File: config.mk
export PLATFORM = sky130hd
export DESIGN_NAME = uart_rx
export DESIGN_NICKNAME = d
export VERILOG_FILES = /design/src/rtl/uart_pkg.sv /design/src/rtl/rx_shift_reg.sv /design/src/rtl/uart_rx.sv
export SDC_FILE = /design/constraint.sdc
export NUM_CORES = 1
export LEC_CHECK = 0
export ABC_AREA = 1
export ABC_CLOCK_PERIOD_IN_PS = 1790
export BUFFER_PORTS_ARGS = -buffer_cell sky130_fd_sc_hd__buf_4
export CAP_MARGIN = 20
export CORE_AREA = 2 2 46 80
export DETAILED_ROUTE_END_ITERATION = 8
export DIE_AREA = 0 0 48 82
export PLACE_DENSITY = 0.67
export SYNTH_ARGS = -nofsm -noshare
export SYNTH_HDL_FRONTEND = slang
export SYNTH_SLANG_ARGS = --single-unit
File: constraint.sdc
create_clock -name clk -period 1.79 [get_ports clk]
set_input_delay 0 -clock clk [delete_from_list [all_inputs] [get_ports clk]]
set_output_delay 0 -clock clk [all_outputs]
set_load 0.05 [all_outputs]
File: src/rtl/uart_pkg.sv
`default_nettype none
// ============================================================================
//  Module      : uart_pkg
//  Description : Definitions shared by the UART transmitter and receiver:
//                the receiver state encoding and the frame line levels
//                (start = 0, stop = 1, idle = 1).
//  Revision    : 1.0 - initial release
// ============================================================================
package uart_pkg;

    typedef enum logic [2:0] {
        ST_IDLE   = 3'd0,
        ST_START  = 3'd1,
        ST_DATA   = 3'd2,
        ST_PARITY = 3'd3,
        ST_STOP   = 3'd4
    } uart_rx_state_t;

    localparam logic C_START_LEVEL = 1'b0;
    localparam logic C_STOP_LEVEL  = 1'b1;
    localparam logic C_IDLE_LEVEL  = 1'b1;

endpackage
`default_nettype wire

File: src/rtl/rx_shift_reg.sv
`default_nettype none
// ============================================================================
//  Module      : rx_shift_reg
//  Description : Right-shift register with MSB insertion. After DATA_BITS
//                shifts of an LSB-first stream, the first bit received is
//                in dout[0].
//  Ports       : clk   - clock
//                rst_n - asynchronous active-low reset (clears dout)
//                shift - shift enable
//                din   - bit inserted at the MSB
//                dout  - register contents
//  Revision    : 1.0 - initial release
// ============================================================================
module rx_shift_reg #(
    parameter int DATA_BITS = 8
) (
    input  logic                 clk,
    input  logic                 rst_n,
    input  logic                 shift,
    input  logic                 din,
    output logic [DATA_BITS-1:0] dout
);

    generate
        if (DATA_BITS == 1) begin : g_single
            always_ff @(posedge clk or negedge rst_n) begin
                if (!rst_n) begin
                    dout <= '0;
                end else if (shift) begin
                    dout <= din;
                end
            end
        end else begin : g_multi
            always_ff @(posedge clk or negedge rst_n) begin
                if (!rst_n) begin
                    dout <= '0;
                end else if (shift) begin
                    dout <= {din, dout[DATA_BITS-1:1]};
                end
            end
        end
    endgenerate

endmodule
`default_nettype wire

File: src/rtl/uart_rx.sv
`default_nettype none
// ============================================================================
//  Module      : uart_rx
//  Description : Unbuffered UART receiver. Frame: one low start bit,
//                DATA_BITS data bits LSB first, optional even-parity bit,
//                one high stop bit. Each received word is presented with a
//                one-cycle valid or frame_err pulse.
//  Config      : UART_RX_PARITY_EN - when defined, an even-parity bit is
//                expected between the data bits and the stop bit.
//  Ports       : clk        - clock, all logic on posedge
//                rst_n      - asynchronous active-low reset
//                rx         - asynchronous serial line, idles high
//                data       - last received word, held until next frame
//                valid      - one-cycle pulse, good frame received
//                frame_err  - one-cycle pulse, stop bit sampled low
//                parity_err - one-cycle pulse, parity mismatch
//                busy       - high while not idle
//  Revision    : 1.0 - initial release
// ============================================================================
module uart_rx
    import uart_pkg::*;
#(
    parameter int CLOCKS_PER_BIT = 4,
    parameter int DATA_BITS      = 8
) (
    input  logic                 clk,
    input  logic                 rst_n,
    input  logic                 rx,
    output logic [DATA_BITS-1:0] data,
    output logic                 valid,
    output logic                 frame_err,
    output logic                 parity_err,
    output logic                 busy
);

    localparam int CW   = $clog2(CLOCKS_PER_BIT);
    localparam int BW   = $clog2(DATA_BITS + 1);
    localparam int HALF = (CLOCKS_PER_BIT - 1) / 2;

    localparam logic [CW-1:0] C_HALF     = CW'(HALF);
    localparam logic [CW-1:0] C_LAST     = CW'(CLOCKS_PER_BIT - 1);
    localparam logic [BW-1:0] C_LAST_BIT = BW'(DATA_BITS - 1);

    logic                 r_sync1;
    logic                 r_rx_s;
    logic                 r_rx_prev;
    uart_rx_state_t       r_state;
    logic [CW-1:0]        r_cnt;
    logic [BW-1:0]        r_bit_cnt;
    logic                 w_shift;
    logic [DATA_BITS-1:0] w_shift_dout;
`ifdef UART_RX_PARITY_EN
    logic                 r_parity;
    logic                 r_parity_err;
`endif

    // Two-flop synchroniser plus one delayed copy for edge detection.
    // Resetting to the idle level keeps reset release from looking like
    // a start-bit falling edge.
    always_ff @(posedge clk or negedge rst_n) begin
        if (!rst_n) begin
            r_sync1   <= C_IDLE_LEVEL;
            r_rx_s    <= C_IDLE_LEVEL;
            r_rx_prev <= C_IDLE_LEVEL;
        end else begin
            r_sync1   <= rx;
            r_rx_s    <= r_sync1;
            r_rx_prev <= r_rx_s;
        end
    end

    assign w_shift = (r_state == ST_DATA) && (r_cnt == C_LAST);

    rx_shift_reg #(
        .DATA_BITS (DATA_BITS)
    ) u_shift (
        .clk   (clk),
        .rst_n (rst_n),
        .shift (w_shift),
        .din   (r_rx_s),
        .dout  (w_shift_dout)
    );

    always_ff @(posedge clk or negedge rst_n) begin
        if (!rst_n) begin
            r_state   <= ST_IDLE;
            r_cnt     <= '0;
            r_bit_cnt <= '0;
            data      <= '0;
            valid     <= 1'b0;
            frame_err <= 1'b0;
            busy      <= 1'b0;
`ifdef UART_RX_PARITY_EN
            r_parity     <= 1'b0;
            r_parity_err <= 1'b0;
`endif
        end else begin
            valid     <= 1'b0;
            frame_err <= 1'b0;
`ifdef UART_RX_PARITY_EN
            r_parity_err <= 1'b0;
`endif
            case (r_state)
                ST_IDLE: begin
                    r_cnt <= '0;
                    // Edge-triggered so a line held low (break) cannot
                    // start a new frame.
                    if (r_rx_s == C_START_LEVEL && r_rx_prev == C_IDLE_LEVEL) begin
                        r_state <= ST_START;
                        busy    <= 1'b1;
                    end
                end

                ST_START: begin
                    if (r_cnt == C_HALF) begin
                        // Counter restarts here, so subsequent samples land
                        // at the centre of each bit.
                        r_cnt <= '0;
                        if (r_rx_s == C_START_LEVEL) begin
                            r_state   <= ST_DATA;
                            r_bit_cnt <= '0;
`ifdef UART_RX_PARITY_EN
                            r_parity  <= 1'b0;
`endif
                        end else begin
                            r_state <= ST_IDLE;
                            busy    <= 1'b0;
                        end
                    end else begin
                        r_cnt <= r_cnt + 1'b1;
                    end
                end

                ST_DATA: begin
                    if (r_cnt == C_LAST) begin
                        r_cnt <= '0;
`ifdef UART_RX_PARITY_EN
                        r_parity <= r_parity ^ r_rx_s;
`endif
                        if (r_bit_cnt == C_LAST_BIT) begin
`ifdef UART_RX_PARITY_EN
                            r_state <= ST_PARITY;
`else
                            r_state <= ST_STOP;
`endif
                        end else begin
                            r_bit_cnt <= r_bit_cnt + 1'b1;
                        end
                    end else begin
                        r_cnt <= r_cnt + 1'b1;
                    end
                end

`ifdef UART_RX_PARITY_EN
                ST_PARITY: begin
                    if (r_cnt == C_LAST) begin
                        r_cnt    <= '0;
                        r_parity <= r_parity ^ r_rx_s;
                        r_state  <= ST_STOP;
                    end else begin
                        r_cnt <= r_cnt + 1'b1;
                    end
                end
`endif

                ST_STOP: begin
                    if (r_cnt == C_LAST) begin
                        // Leave at mid-stop-bit so a back-to-back start bit
                        // is seen by the idle edge detector.
                        r_cnt     <= '0;
                        r_state   <= ST_IDLE;
                        busy      <= 1'b0;
                        data      <= w_shift_dout;
                        valid     <= (r_rx_s == C_STOP_LEVEL);
                        frame_err <= (r_rx_s != C_STOP_LEVEL);
`ifdef UART_RX_PARITY_EN
                        r_parity_err <= r_parity;
`endif
                    end else begin
                        r_cnt <= r_cnt + 1'b1;
                    end
                end

                default: begin
                    r_state <= ST_IDLE;
                    r_cnt   <= '0;
                    busy    <= 1'b0;
                end
            endcase
        end
    end

`ifdef UART_RX_PARITY_EN
    assign parity_err = r_parity_err;
`else
    assign parity_err = 1'b0;
`endif

endmodule
`default_nettype wire

==> results.md <==
- After synthesis, the share of flip-flops with an asynchronous set or reset is 100.0%.
- The count of buffers from port buffering is 13.
- The final routed wirelength across all metal layers is 2.530 mm.
- The buffer levels on the longest clock path is 2.
- Detailed placement ended at an HPWL of 1.808 mm.
- TritonCTS built the clock tree.
- Setup repair after global routing left no endpoint under its margin.
- The clock slew seen by the registers of the worst setup and hold paths is 0.07 ns.
- STA classifies the critical path startpoint as a flop.
- The portion of netlist area occupied by mux cells is 0%.
- The flow ran to the end, and the final reports show no timing, DRC or antenna violations.
- STA puts the critical path data arrival time at 1.60 ns.
- Timing would allow up to 704.1 MHz.
- The average footprint of a synthesized cell is 9.534 µm².
- The global-route wire length before repair is 4.291 mm.
- Routability-driven placement finished with a final weighted congestion of 0.8308.
- The number of search-and-repair iterations in the first detailed-routing pass is 5.
- Leaving out fill and tap cells, the most frequent cell in the layout is sky130_fd_sc_hd__nand2_1.
- The total of warnings raised by yosys is 0.
- The area fraction in compound gates after synthesis is 7.962%.
- The final number of max-transition violations is 0.
- The portion of the clock cycle consumed by the worst path in the final layout is 79.34%.
- Once the floorplan was initialized, standard cells occupied 42.97% of the core.
- The path class of the lowest-slack min-delay path is input port to async pin.
- The cell count after placement is 205.
- Prior to clock tree synthesis, the placed netlist has a worst setup slack of 0.3977 ns.
- The worst setup path is captured at a flop.
- The count of antenna-violating nets left after detailed routing is 0.
- The area growth from synthesis to layout is 17.06%.
- Traced cell by cell, the critical path runs through ha_1 -> inv_2 -> nand3_1 -> nand2_1 -> nor2_2 -> nand3_1 -> nand2_1.
- The post-synthesis simple-gate area fraction is 25.90%.
- Setup slack closes at 0.3698 ns.
- The final antenna diode count is 0.
- The final non-filler cell total is 215.
- Dividing total power by cell area gives a power density of 1363 nW/µm².
- After detailed routing, the number of vias per cell comes to 4.823.
- The die covers 3936 µm².
- The detailed-route DRC error count is 0.
- Once layout is done, the placed cells without fillers occupy 1674 µm².
- The floorplan row count is 28.
- CTS built an H-tree with a depth of 2.
- Counting flops with a built-in enable in the synthesized netlist gives 0.
- The worst setup skew after layout is 0.006314 ns.
- VDD sags by at most 655.7 µV.
- Setup violations remaining at the end of the flow were counted as 0.
- In this run the vertical extent of the chip is 82 µm.
- The top fanout value on the critical path is 4.
- Summed over all layers, the global routing overflow is 0.
- Leaving out fill and tap cells, the most frequent cells in the layout are sky130_fd_sc_hd__nand2_1 (34), sky130_fd_sc_hd__dfrtp_1 (28), sky130_fd_sc_hd__inv_1 (18).
- The number of different library cells in the post-synthesis netlist is 26.
- The count of max-cap constraint violations is 0.
- The slowest library cell on the worst path is sky130_fd_sc_hd__dfrtp_1.
- The delay contributed by the slowest stage of the critical path is 0.41 ns.
- After layout, the minimum clock period comes to 1.420 ns.
- In this run the horizontal extent of the chip is 48 µm.
- Clock tree synthesis found a total of 31 sinks.
- The number of vias after detailed routing is 1037.
- The number of cells upsized or downsized after cts is 0.
- The total placed instance area is 1554 µm².
- The final layout contains 176 nets.
- Entering global routing, the biggest net connects 32 pins.
- The count of state elements after synthesis is 31.
- The initial antenna violation count is 0.
- Summed over all cells, the static leakage comes to 0.8602 nW.
- For this run, the share of the core covered by cells in the final layout is 50.30%.
- In this run, the number of DRC markers left after iteration 0 of detailed routing was 36.
- The xor and xnor fraction of the mapped netlist area is 0%.
- The worst path required time is 1.97 ns.
- Synthesis handed over a netlist of 150 instances.
- The share of the Yosys chip area taken by registers is 54.51%.
- Cells with a size suffix above 1 make up 27.65% of the layout.
- The net count after synthesis is 157.
- The tree is rooted in a sky130_fd_sc_hd__clkbuf_8.
- The global router's overall resource usage is 16.02%.
- The number of global-route vias before repair was 1000.
- The core region is 3328 µm².
- The cell area after technology mapping is 1430 µm².
- The main combinational cell family by area after synthesis is simple AND/OR/NAND/NOR gates.
- The number of clock buffers inserted by TritonCTS is 5.
- The class of the most critical setup path is flop to flop.
- The final-layout setup total negative slack is 0 ns.
- The area share of fa/ha/maj cells after synthesis is 3.500%.
- The clock latency reported for the late side of the worst-skew pair is 0.29 ns.
- The final routed wire length divided by cell count is 11.77 µm.
- The I/O pin count is 15.
- The number of hold violations in the final report is 0.
- In the synthesized netlist the dominant register cell turns out to be sky130_fd_sc_hd__dfrtp_1.
==> final timing paths <==
path,startpoint,to,slack [ns],depth (start not counted)
max in group asynchronous,rst_n,r_sync1$_DFF_PN1_,1.29,2
max,r_cnt[0]$_DFF_PN0_,busy$_DFFE_PN0P_,0.37,7
max reg2reg,r_cnt[0]$_DFF_PN0_,busy$_DFFE_PN0P_,0.37,7
min reg2reg,r_sync1$_DFF_PN1_,r_rx_s$_DFF_PN1_,0.36,0
min in group clk,r_sync1$_DFF_PN1_,r_rx_s$_DFF_PN1_,0.36,0
min,rst_n,u_shift.dout[2]$_DFFE_PN0P_,0.18,2
==> metrics by stage <==
stage | hold WS, ns | total power, W
after global placement | -0.05030 | 0.001655
after global routing | 0.2188 | 0.002454
after detailed placement | -0.04701 | 0.001688
after CTS | 0.1795 | 0.002309
after floorplan | -0.2956 | 0.001543
final | 0.1785 | 0.002282
==> worst max-delay path, delay by kind of cell (launching register included) <==
kind          cells  cell delay [ns]
fa+ha+maj         1             0.28
simple gates      5             0.48
buf+inv           1             0.14
flops             1             0.41
==> registers in the layout, summed over array words and instances, names as in the netlist <==
signal	cells
data	8
busy	1
valid	1
r_sync1	1
r_bit_cnt	4
r_rx_s	1
r_rx_prev	1
r_state	3
frame_err	1
u_shift.dout	8
r_cnt	2
==> metal layers <==
metal | GRT usage, % | vias to the layer above | share of wire (%) | routed length (µm)
met5 | 0 | - | 0 | 0
met4 | 11.62 | 0 | 4.5 | 114
met3 | 4.835 | 14 | 4.2 | 105
met2 | 24.67 | 25 | 51 | 1289
met1 | 17.71 | 492 | 40 | 1021
li1 | - | 506 | - | -
==> Yosys cell counts, types with 2 or more instances <==
library cell / n / area (µm²)
sky130_fd_sc_hd__buf_6: 2 / 22.52
sky130_fd_sc_hd__ha_1: 4 / 50.05
sky130_fd_sc_hd__o21ai_1: 7 / 35.03
sky130_fd_sc_hd__inv_1: 18 / 67.56
sky130_fd_sc_hd__nand2_2: 2 / 12.51
sky130_fd_sc_hd__inv_2: 4 / 15.01
sky130_fd_sc_hd__o21ai_2: 7 / 61.31
sky130_fd_sc_hd__nand3_1: 14 / 70.07
sky130_fd_sc_hd__dfrtp_1: 28 / 700.7
sky130_fd_sc_hd__nor2_1: 8 / 30.03
sky130_fd_sc_hd__dfstp_2: 3 / 78.83
sky130_fd_sc_hd__nor2_2: 6 / 37.54
sky130_fd_sc_hd__nand2_1: 34 / 127.6
==> cell families after synthesis <==
kind of cell    after synthesis
simple gates                 72
flops                        31
buf+inv                      25
compound gates               17
fa+ha+maj                     4
other cells                   1
==> report_power, final <==
group | total (W) | switching (W) | leakage, nW | internal (W)
logic | 0.000692 | 0.000451 | 0.410 | 0.000241
clock network | 0.000607 | 0.000257 | 0.0515 | 0.000350
registers | 0.000982 | 0.000121 | 0.399 | 0.000861
==> what timing repair did <==
action | 4_1_cts | 5_1_grt
hold buffers | 2 | 0
hold endpoints to repair | 32 | 0
setup buffers | 0 | 0
==> cell type report <==
cell class,count,area [µm²]
fillers,321,1654
well taps,45,56.30
flip-flops and latches,31,779.5
clock buffers,8,100.1
inverters,22,82.58
multi-input cells,94,538.0
repair buffers,15,117.6
No activity file was read; power rests on OpenSTA's default activity.
